`src/rtl/mskaes_serial_fsm_if.sv`:
```
// Control bundle between the masked serial AES controller and its surroundings.
// Handshake rules: the input side uses valid_in/in_ready. valid_in stays asserted
// until a run has been accepted, and in_ready is registered so it never follows
// a same-cycle input. The output side uses cipher_valid/out_ready. cipher_valid stays
// asserted until a cycle in which out_ready is high, and the result is fetched in
// that cycle. rnd_valid qualifies the fresh mask randomness for the current cycle.
interface mskaes_serial_fsm_if;
  logic       valid_in;
  logic       in_ready;
  logic       out_ready;
  logic       cipher_valid;
  logic       busy;
  logic       abort;
  logic       rnd_valid;
  logic       pre_need_rnd;
  logic       pipe_en;
  logic       global_init;
  logic       state_enable;
  logic       state_init;
  logic       state_en_MC;
  logic       state_en_loop;
  logic       KH_init;
  logic       KH_enable;
  logic       KH_loop;
  logic       KH_add_from_sb;
  logic       rcon_rst;
  logic       rcon_update;
  logic       sbox_valid_in;
  logic       feed_sb_key;
  logic       enable_key_add;
  logic [3:0] round_idx;

  // Controller side
  modport master (
    input  valid_in, out_ready, abort, rnd_valid,
    output in_ready, cipher_valid, busy, pre_need_rnd, pipe_en,
           global_init, state_enable, state_init, state_en_MC, state_en_loop,
           KH_init, KH_enable, KH_loop, KH_add_from_sb,
           rcon_rst, rcon_update, sbox_valid_in, feed_sb_key, enable_key_add,
           round_idx
  );

  // Environment / datapath side
  modport slave (
    output valid_in, out_ready, abort, rnd_valid,
    input  in_ready, cipher_valid, busy, pre_need_rnd, pipe_en,
           global_init, state_enable, state_init, state_en_MC, state_en_loop,
           KH_init, KH_enable, KH_loop, KH_add_from_sb,
           rcon_rst, rcon_update, sbox_valid_in, feed_sb_key, enable_key_add,
           round_idx
  );
endinterface

```
`src/rtl/mskaes_serial_fsm.sv`:
```
// Control FSM for the masked, column-serial AES datapath. Each round streams
// the state through the Sbox (SERIAL_LAT cycles) and waits for the pipeline to
// drain (SBOX_LAT cycles). The key schedule runs in the same window. The whole
// core freezes while fresh randomness is missing, and an abort returns it to idle.
module mskaes_serial_fsm #(
  parameter int SERIAL_LAT = 4,
  parameter int SBOX_LAT   = 6,
  parameter int NR         = 10
) (
  input  logic                clk,
  input  logic                rst,
  mskaes_serial_fsm_if.master bus,
  output logic [2:0]          dbg_state
);

  localparam int RL = SBOX_LAT + SERIAL_LAT;

  typedef enum logic [2:0] {
    S_IDLE       = 3'd0,
    S_FIRST_SB_K = 3'd1,
    S_ROUND      = 3'd2,
    S_LAST_ROUND = 3'd3,
    S_AK_FINAL   = 3'd4
  } state_t;

  state_t     state_q, state_d;
  logic [4:0] cnt_q, cnt_d;
  logic [3:0] round_q, round_d;
  logic       in_ready_q, in_ready_d;
  logic       cv_q, cv_set;

  logic start, flush_ok;
  logic aksb, kexp_first, kexp, last_cyc, ak_last;

  logic pipe_en, pre_need_rnd;
  logic global_init, state_enable, state_init, state_en_MC, state_en_loop;
  logic kh_init, kh_enable, kh_loop, kh_add_from_sb;
  logic rcon_rst, rcon_update, sbox_valid_in, feed_sb_key, enable_key_add;

  // The datapath may be overwritten only when no result is waiting to be fetched
  // or when the result is being fetched in this cycle.
  assign flush_ok = ~cv_q | bus.out_ready;
  assign start    = bus.valid_in & flush_ok;

  // Position inside a round. The key expansion window starts when the first Sbox output is ready.
  assign aksb       = cnt_q < 5'(SERIAL_LAT);
  assign kexp_first = cnt_q == 5'(SBOX_LAT - 1);
  assign kexp       = (cnt_q >= 5'(SBOX_LAT - 1)) && (cnt_q < 5'(SBOX_LAT - 1 + SERIAL_LAT));
  assign last_cyc   = cnt_q == 5'(RL - 1);
  assign ak_last    = cnt_q == 5'(SERIAL_LAT - 1);

  // Next-state, counters and per-cycle datapath strobes
  always_comb begin
    state_d        = state_q;
    cnt_d          = cnt_q;
    round_d        = round_q;
    cv_set         = 1'b0;
    pipe_en        = 1'b1;
    pre_need_rnd   = 1'b0;
    global_init    = 1'b0;
    state_enable   = 1'b0;
    state_init     = 1'b0;
    state_en_MC    = 1'b0;
    state_en_loop  = 1'b0;
    kh_init        = 1'b0;
    kh_enable      = 1'b0;
    kh_loop        = 1'b0;
    kh_add_from_sb = 1'b0;
    rcon_rst       = 1'b0;
    rcon_update    = 1'b0;
    sbox_valid_in  = 1'b0;
    feed_sb_key    = 1'b0;
    enable_key_add = 1'b0;
    if (!rst) begin
      if (state_q == S_IDLE) begin
        pre_need_rnd = start;
        // Load or flush the holders whenever the output side is not blocked
        if (flush_ok) begin
          global_init  = 1'b1;
          state_init   = 1'b1;
          kh_init      = 1'b1;
          state_enable = 1'b1;
          kh_enable    = 1'b1;
        end
        if (start && bus.rnd_valid) begin
          rcon_rst = 1'b1;
          cnt_d    = '0;
          round_d  = '0;
          state_d  = S_FIRST_SB_K;
        end
      end else begin
        pre_need_rnd = 1'b1;
        if (bus.abort) begin
          state_d = S_IDLE;
        end else if (!bus.rnd_valid) begin
          pipe_en = 1'b0;
        end else begin
          unique case (state_q)
            S_FIRST_SB_K: begin
              sbox_valid_in = 1'b1;
              feed_sb_key   = 1'b1;
              cnt_d         = '0;
              state_d       = S_ROUND;
            end
            S_ROUND, S_LAST_ROUND: begin
              enable_key_add = aksb;
              state_en_loop  = aksb;
              kh_loop        = aksb;
              kh_add_from_sb = kexp_first & ~aksb;
              kh_enable      = aksb | kexp;
              state_enable   = ~kexp_first;
              state_en_MC    = (state_q == S_ROUND);
              sbox_valid_in  = aksb | (last_cyc & (state_q == S_ROUND));
              if (last_cyc) begin
                round_d = round_q + 4'd1;
                cnt_d   = '0;
                if (state_q == S_ROUND) begin
                  feed_sb_key = 1'b1;
                  rcon_update = 1'b1;
                  state_d     = (round_q == 4'(NR - 2)) ? S_LAST_ROUND : S_ROUND;
                end else begin
                  state_d = S_AK_FINAL;
                end
              end else begin
                cnt_d = cnt_q + 5'd1;
              end
            end
            S_AK_FINAL: begin
              enable_key_add = 1'b1;
              state_en_loop  = 1'b1;
              kh_loop        = 1'b1;
              state_enable   = 1'b1;
              kh_enable      = 1'b1;
              if (ak_last) begin
                cv_set  = 1'b1;
                cnt_d   = '0;
                state_d = S_IDLE;
              end else begin
                cnt_d = cnt_q + 5'd1;
              end
            end
            default: state_d = S_IDLE;
          endcase
        end
      end
    end
  end

  // in_ready is re-armed in idle only, one cycle after the output side frees up
  always_comb begin
    in_ready_d = 1'b0;
    if (state_q == S_IDLE) in_ready_d = in_ready_q ? ~bus.valid_in : flush_ok;
  end

  // State, counters and registered handshake outputs
  always_ff @(posedge clk or posedge rst) begin
    if (rst) begin
      state_q    <= S_IDLE;
      cnt_q      <= '0;
      round_q    <= '0;
      in_ready_q <= 1'b1;
      cv_q       <= 1'b0;
    end else begin
      state_q    <= state_d;
      cnt_q      <= cnt_d;
      round_q    <= round_d;
      in_ready_q <= in_ready_d;
      if (cv_q && bus.out_ready) cv_q <= 1'b0;
      else if (cv_set)           cv_q <= 1'b1;
    end
  end

  // The key expansion window has to close inside one round, and the parameters must be legal
  param_check_a: assert property (@(posedge clk) disable iff (rst)
    (SBOX_LAT - 1 + SERIAL_LAT <= RL) && (SERIAL_LAT >= 1) && (SERIAL_LAT <= 8) &&
    (SBOX_LAT >= 2) && (SBOX_LAT <= 8) && (NR >= 2) && (NR <= 15));

  assign bus.in_ready       = in_ready_q;
  assign bus.cipher_valid   = cv_q;
  assign bus.busy           = (state_q != S_IDLE);
  assign bus.pre_need_rnd   = pre_need_rnd;
  assign bus.pipe_en        = pipe_en;
  assign bus.global_init    = global_init;
  assign bus.state_enable   = state_enable;
  assign bus.state_init     = state_init;
  assign bus.state_en_MC    = state_en_MC;
  assign bus.state_en_loop  = state_en_loop;
  assign bus.KH_init        = kh_init;
  assign bus.KH_enable      = kh_enable;
  assign bus.KH_loop        = kh_loop;
  assign bus.KH_add_from_sb = kh_add_from_sb;
  assign bus.rcon_rst       = rcon_rst;
  assign bus.rcon_update    = rcon_update;
  assign bus.sbox_valid_in  = sbox_valid_in;
  assign bus.feed_sb_key    = feed_sb_key;
  assign bus.enable_key_add = enable_key_add;
  assign bus.round_idx      = round_q;
  assign dbg_state          = state_q;

endmodule

```
`src/flat_wrapper.sv`:
```
// flat-port wrapper written by rule: the top's interface ports become plain ports
module mskaes_serial_fsm_flat 
#(
  parameter int SERIAL_LAT = 4,
  parameter int SBOX_LAT   = 6,
  parameter int NR         = 10
)
  (clk, rst, dbg_state, bus_valid_in, bus_out_ready, bus_abort, bus_rnd_valid, bus_in_ready, bus_cipher_valid, bus_busy, bus_pre_need_rnd, bus_pipe_en, bus_global_init, bus_state_enable, bus_state_init, bus_state_en_MC, bus_state_en_loop, bus_KH_init, bus_KH_enable, bus_KH_loop, bus_KH_add_from_sb, bus_rcon_rst, bus_rcon_update, bus_sbox_valid_in, bus_feed_sb_key, bus_enable_key_add, bus_round_idx);
  mskaes_serial_fsm_if bus_i ();
  input  logic clk;
  input  logic rst;
  output logic [2:0] dbg_state;
  input wire logic [$bits(bus_i.valid_in)-1:0] bus_valid_in;
  input wire logic [$bits(bus_i.out_ready)-1:0] bus_out_ready;
  input wire logic [$bits(bus_i.abort)-1:0] bus_abort;
  input wire logic [$bits(bus_i.rnd_valid)-1:0] bus_rnd_valid;
  output wire logic [$bits(bus_i.in_ready)-1:0] bus_in_ready;
  output wire logic [$bits(bus_i.cipher_valid)-1:0] bus_cipher_valid;
  output wire logic [$bits(bus_i.busy)-1:0] bus_busy;
  output wire logic [$bits(bus_i.pre_need_rnd)-1:0] bus_pre_need_rnd;
  output wire logic [$bits(bus_i.pipe_en)-1:0] bus_pipe_en;
  output wire logic [$bits(bus_i.global_init)-1:0] bus_global_init;
  output wire logic [$bits(bus_i.state_enable)-1:0] bus_state_enable;
  output wire logic [$bits(bus_i.state_init)-1:0] bus_state_init;
  output wire logic [$bits(bus_i.state_en_MC)-1:0] bus_state_en_MC;
  output wire logic [$bits(bus_i.state_en_loop)-1:0] bus_state_en_loop;
  output wire logic [$bits(bus_i.KH_init)-1:0] bus_KH_init;
  output wire logic [$bits(bus_i.KH_enable)-1:0] bus_KH_enable;
  output wire logic [$bits(bus_i.KH_loop)-1:0] bus_KH_loop;
  output wire logic [$bits(bus_i.KH_add_from_sb)-1:0] bus_KH_add_from_sb;
  output wire logic [$bits(bus_i.rcon_rst)-1:0] bus_rcon_rst;
  output wire logic [$bits(bus_i.rcon_update)-1:0] bus_rcon_update;
  output wire logic [$bits(bus_i.sbox_valid_in)-1:0] bus_sbox_valid_in;
  output wire logic [$bits(bus_i.feed_sb_key)-1:0] bus_feed_sb_key;
  output wire logic [$bits(bus_i.enable_key_add)-1:0] bus_enable_key_add;
  output wire logic [$bits(bus_i.round_idx)-1:0] bus_round_idx;
  assign bus_i.valid_in = bus_valid_in;
  assign bus_i.out_ready = bus_out_ready;
  assign bus_i.abort = bus_abort;
  assign bus_i.rnd_valid = bus_rnd_valid;
  assign bus_in_ready = bus_i.in_ready;
  assign bus_cipher_valid = bus_i.cipher_valid;
  assign bus_busy = bus_i.busy;
  assign bus_pre_need_rnd = bus_i.pre_need_rnd;
  assign bus_pipe_en = bus_i.pipe_en;
  assign bus_global_init = bus_i.global_init;
  assign bus_state_enable = bus_i.state_enable;
  assign bus_state_init = bus_i.state_init;
  assign bus_state_en_MC = bus_i.state_en_MC;
  assign bus_state_en_loop = bus_i.state_en_loop;
  assign bus_KH_init = bus_i.KH_init;
  assign bus_KH_enable = bus_i.KH_enable;
  assign bus_KH_loop = bus_i.KH_loop;
  assign bus_KH_add_from_sb = bus_i.KH_add_from_sb;
  assign bus_rcon_rst = bus_i.rcon_rst;
  assign bus_rcon_update = bus_i.rcon_update;
  assign bus_sbox_valid_in = bus_i.sbox_valid_in;
  assign bus_feed_sb_key = bus_i.feed_sb_key;
  assign bus_enable_key_add = bus_i.enable_key_add;
  assign bus_round_idx = bus_i.round_idx;
  mskaes_serial_fsm #(.SERIAL_LAT(SERIAL_LAT), .SBOX_LAT(SBOX_LAT), .NR(NR)) u_core (.clk(clk), .rst(rst), .bus(bus_i), .dbg_state(dbg_state));
endmodule
```
`config.mk`:
```
export PLATFORM = sky130hd
export DESIGN_NAME = mskaes_serial_fsm_flat
export DESIGN_NICKNAME = d
export VERILOG_FILES = /design/src/rtl/mskaes_serial_fsm_if.sv /design/src/rtl/mskaes_serial_fsm.sv /design/src/flat_wrapper.sv
export SDC_FILE = /design/constraint.sdc
export NUM_CORES = 1
export LEC_CHECK = 0
export ABC_AREA = 1
export CORE_UTILIZATION = 47
export DETAILED_ROUTE_END_ITERATION = 10
export PLACE_DENSITY_LB_ADDON = 0.2
export SYNTH_ARGS = -nofsm -noshare
export SYNTH_HDL_FRONTEND = slang
export SYNTH_SLANG_ARGS = --single-unit
export TNS_END_PERCENT = 10
```
`constraint.sdc`:
```
create_clock -name clk -period 2.15 [get_ports clk]
set_clock_uncertainty 0.05 [all_clocks]
set_input_delay 0.3225 -clock clk [delete_from_list [all_inputs] [get_ports clk]]
set_output_delay 0.3225 -clock clk [all_outputs]
set_load 0.01 [all_outputs]
```
==> summary.md <==
| Metric | Value |
|---|---|
| Outcome | finished with violations |
| Failing checks | setup timing |
| Final worst slack | -113 ps |
| Clk slew on worst S/H paths | about 90 ps |
| IO Pins | 32 |
| Clk sinks | 14 |
| Slew Limit Fails | 0 |
| Startpoint class of the critical path | register |
| Mean Syn Cell Area | between 6 and 7 µm² |
| Critical Path Fanout Max | 2 |
| Final hold vios | 0 |
| VDD IR-drop max | 0.704 mV |
| Num rows | 17 |
| Slew margin rel. | between 80% and 90% |
| Full die area | about 2600 µm² |
| Routed WL | 3140 µm |
| Worst skew pair latency | 280 ps |
| Fin util | between 70% and 80% |
| Share of cells above drive strength 1 | between 20% and 30% |
| Routed via count | 1297 |
| H-tree depth | 1 |
| # DRC | 0 |
| Initial Util | 50.3% |
| Yosys cell types | 23 |
| Final ANT Viol Nets | 0 |
| Post-place setup slack | -304 ps |
| Ant diodes | 0 |
| Post-synth net total | ~180 |
| Initial detailed-routing violation count | 22 |
| TritonCTS Buffers | 3 |
| Core Area | 2250 µm² |
| Die width | between 50 and 60 µm |
| DR WL/cell | roughly 12 µm |
| Fmax | 0.442 GHz |
| Global Route Usage Sum | roughly 28% |
| Clock Tree Root | clkbuf_4 |
| Die Y-Extent | 51.1 µm |
| LEAKAGE | ~0.92 nW |
| CTS max path bufs | 2 |
| Synthesized area | approximately 1100 µm² |
| Power Total | between 1 and 1.5 mW |
| Worst setup EP type | output pin |
| Worst-Margin Slew | around 260 ps |
| Hold WC Path Type | in -> async |
| # setup viols final | 1 |
| CP arrival | between 1500 and 2000 ps |
| Nets | between 200 and 250 |
| Pre-antenna DRT Iters | 4 |
| Pwr Density | between 800 and 900 nW/µm² |
| Largest net degree at the start of global routing | 12 |
| Vias in the first global route | 1224 |
| Reg2reg start | u_core.cnt_q[1] |
| Worst EP required | ~1800 ps |
| Mapped Cells | between 150 and 200 |
| Placer congestion estimate | 0.898 |
| Critical Path Slowest Stage Cell | dfrtp_1 |
| Vias per cell | 5.01 |
| Crit path cell chain | inv_1 > ha_1 > nand2_1 > nor2_2 > a21oi_1 > nor2_1 > buf_4 > inv_2 > nand2_1 > clkdlybuf4s15_2 |
| Worst Setup Path Type | reg -> out |
| Crit path from | u_core.cnt_q[1] |
| YS warnings | 0 |
| Multi-input logic area | around 680 µm² |
| Layout area overhead | 47.3% |
| Worst hold margin | approximately 370 ps |
| Register area share after synthesis | approximately 31% |
| Most frequent CP cell | nand2_1 |
| Number of fill cells | 200 |
| Initial antenna violation count | 0 |
| Number of synthesized register bits | 14 |
| Max-cap violations | 0 |
| Overflow after GRT | 0 |
| First-pass GRT wire length | around 5500 µm |
| Register Area | 353 µm² |
| RSZ-0062 raised after global routing | true |
| CTS tree | done |
| Port bufs | 31 |
| R2R depth | 10 |
| DP HPWL | roughly 2500 µm |
| Crit path largest cell delay | a little over 400 ps |
| Final period util | 105% |
| Tmin final | 2260 ps |
-- kinds of logic (layout without fill, tap and decap cells) --
| family | after synthesis | in the layout | share of synthesized area, % |
|---|---|---|---|
| AND/OR/NAND/NOR | 103 | 103 | 41.2 |
| buffers and inverters | 28 | 87 | 10.7 |
| AO/OA/AOI/OAI | 19 | 19 | 9.59 |
| flip-flops | 14 | 14 | 31.0 |
| adder cells (fa/ha/maj) | 4 | 4 | 4.41 |
| XOR/XNOR | 4 | 4 | 3.09 |
-- flip-flops by register name, summed over array words and instances (netlist names) --
name / cells
u_core.bus.round_idx: 4
u_core.bus.in_ready: 1
u_core.bus.cipher_valid: 1
u_core.cnt_q: 5
u_core.dbg_state: 3
-- repair_timing --
item                       in CTS  in global routing
gates resized for setup        23                 13
hold buffers                    0                  0
hold endpoints to repair        0                  0
setup endpoints to repair      16                  9
buffers inserted                3                  0
pin swaps                       2                  1
-- synth_stat cells --
library cell   n  area share [%]
nor3_1         5             2.2
inv_1         18             6.0
a211oi_1       1            0.66
dfstp_2        1             2.3
nor2_1        15             5.0
nand4_1        2             1.1
ha_1           4             4.4
or3_1          1            0.55
nand2_1       50              17
a21oi_4        1             1.4
o21ai_1        9             4.0
buf_4          4             2.6
nor2_2         4             2.2
xor2_1         4             3.1
o21ai_0        4             1.8
inv_2          5             1.7
dfrtp_1       13              29
a21oi_1        4             1.8
nand3_2        1            0.88
buf_2          1            0.44
nand3_1       17             7.5
nand2_4        2             2.0
nand2_2        6             3.3
-- path summary, 6_finish.rpt --
check                      slack [ps]                 endpoint
setup / recovery                 -110        bus_sbox_valid_in
hold / removal                    370          u_core.cnt_q[2]
setup reg to reg                  500  u_core.bus.round_idx[3]
hold reg to reg                   470      u_core.bus.in_ready
max in group asynchronous        1380      u_core.bus.in_ready
min in group clk                  470      u_core.bus.in_ready
-- cell type report --
type | count | share of cell area [%]
Tap cell | 28 | 2.10
Multi-Input combinational cell | 130 | 40.5
Sequential cell | 14 | 21.1
Inverter | 23 | 5.16
Clock buffer | 4 | 1.57
Timing Repair Buffer | 60 | 29.6
-- report_power, final --
| group | internal, mW | total (mW) | switching (mW) |
|---|---|---|---|
| Clock | 0.0719 | 0.157 | 0.0856 |
| Sequential | 0.329 | 0.396 | 0.0666 |
| Combinational | 0.429 | 0.943 | 0.515 |
| Total | 0.830 | 1.50 | 0.667 |
-- cell usage in the layout, fill, tap and decap left out, drive strengths merged --
cell type / instances
a211oi: 1
inv: 23
clkdlybuf4s50: 15
a21oi: 5
buf: 30
nor3: 5
xor2: 4
dlymetal6s2s: 1
dfstp: 1
ha: 4
dfrtp: 13
or3: 1
nand4: 2
clkbuf: 9
dlygate4sd2: 8
clkdlybuf4s15: 1
nand3: 18
nand2: 58
nor2: 19
o21ai: 13
-- worst max-delay path, delay by kind of cell (launching register included) --
kind	cells	cell delay, ps
AOI/OAI and AO/OA	1	80
buffers and inverters	4	490
DFF	1	410
adders and majority gates	1	170
and+or+nand+nor	4	470
-- through the flow --
stage,setup TNS (ps),area (µm²),cells
3_3_place_gp,-1920,1640,252
6_report,-113,1670,259
3_5_place_dp,-2450,1640,252
5_1_grt,-234,1670,259
4_1_cts,-205,1680,259
2_1_floorplan,0,1130,172
-- per-layer routing --
| layer | wire length [µm] | global-route usage, % |
|---|---|---|
| met4 | 24 | 8.33 |
| met2 | 1570 | 49.3 |
| met3 | 162 | 2.08 |
| met5 | 0 | 0 |
| met1 | 1390 | 36.6 |
(Power assumes the default switching activity.)
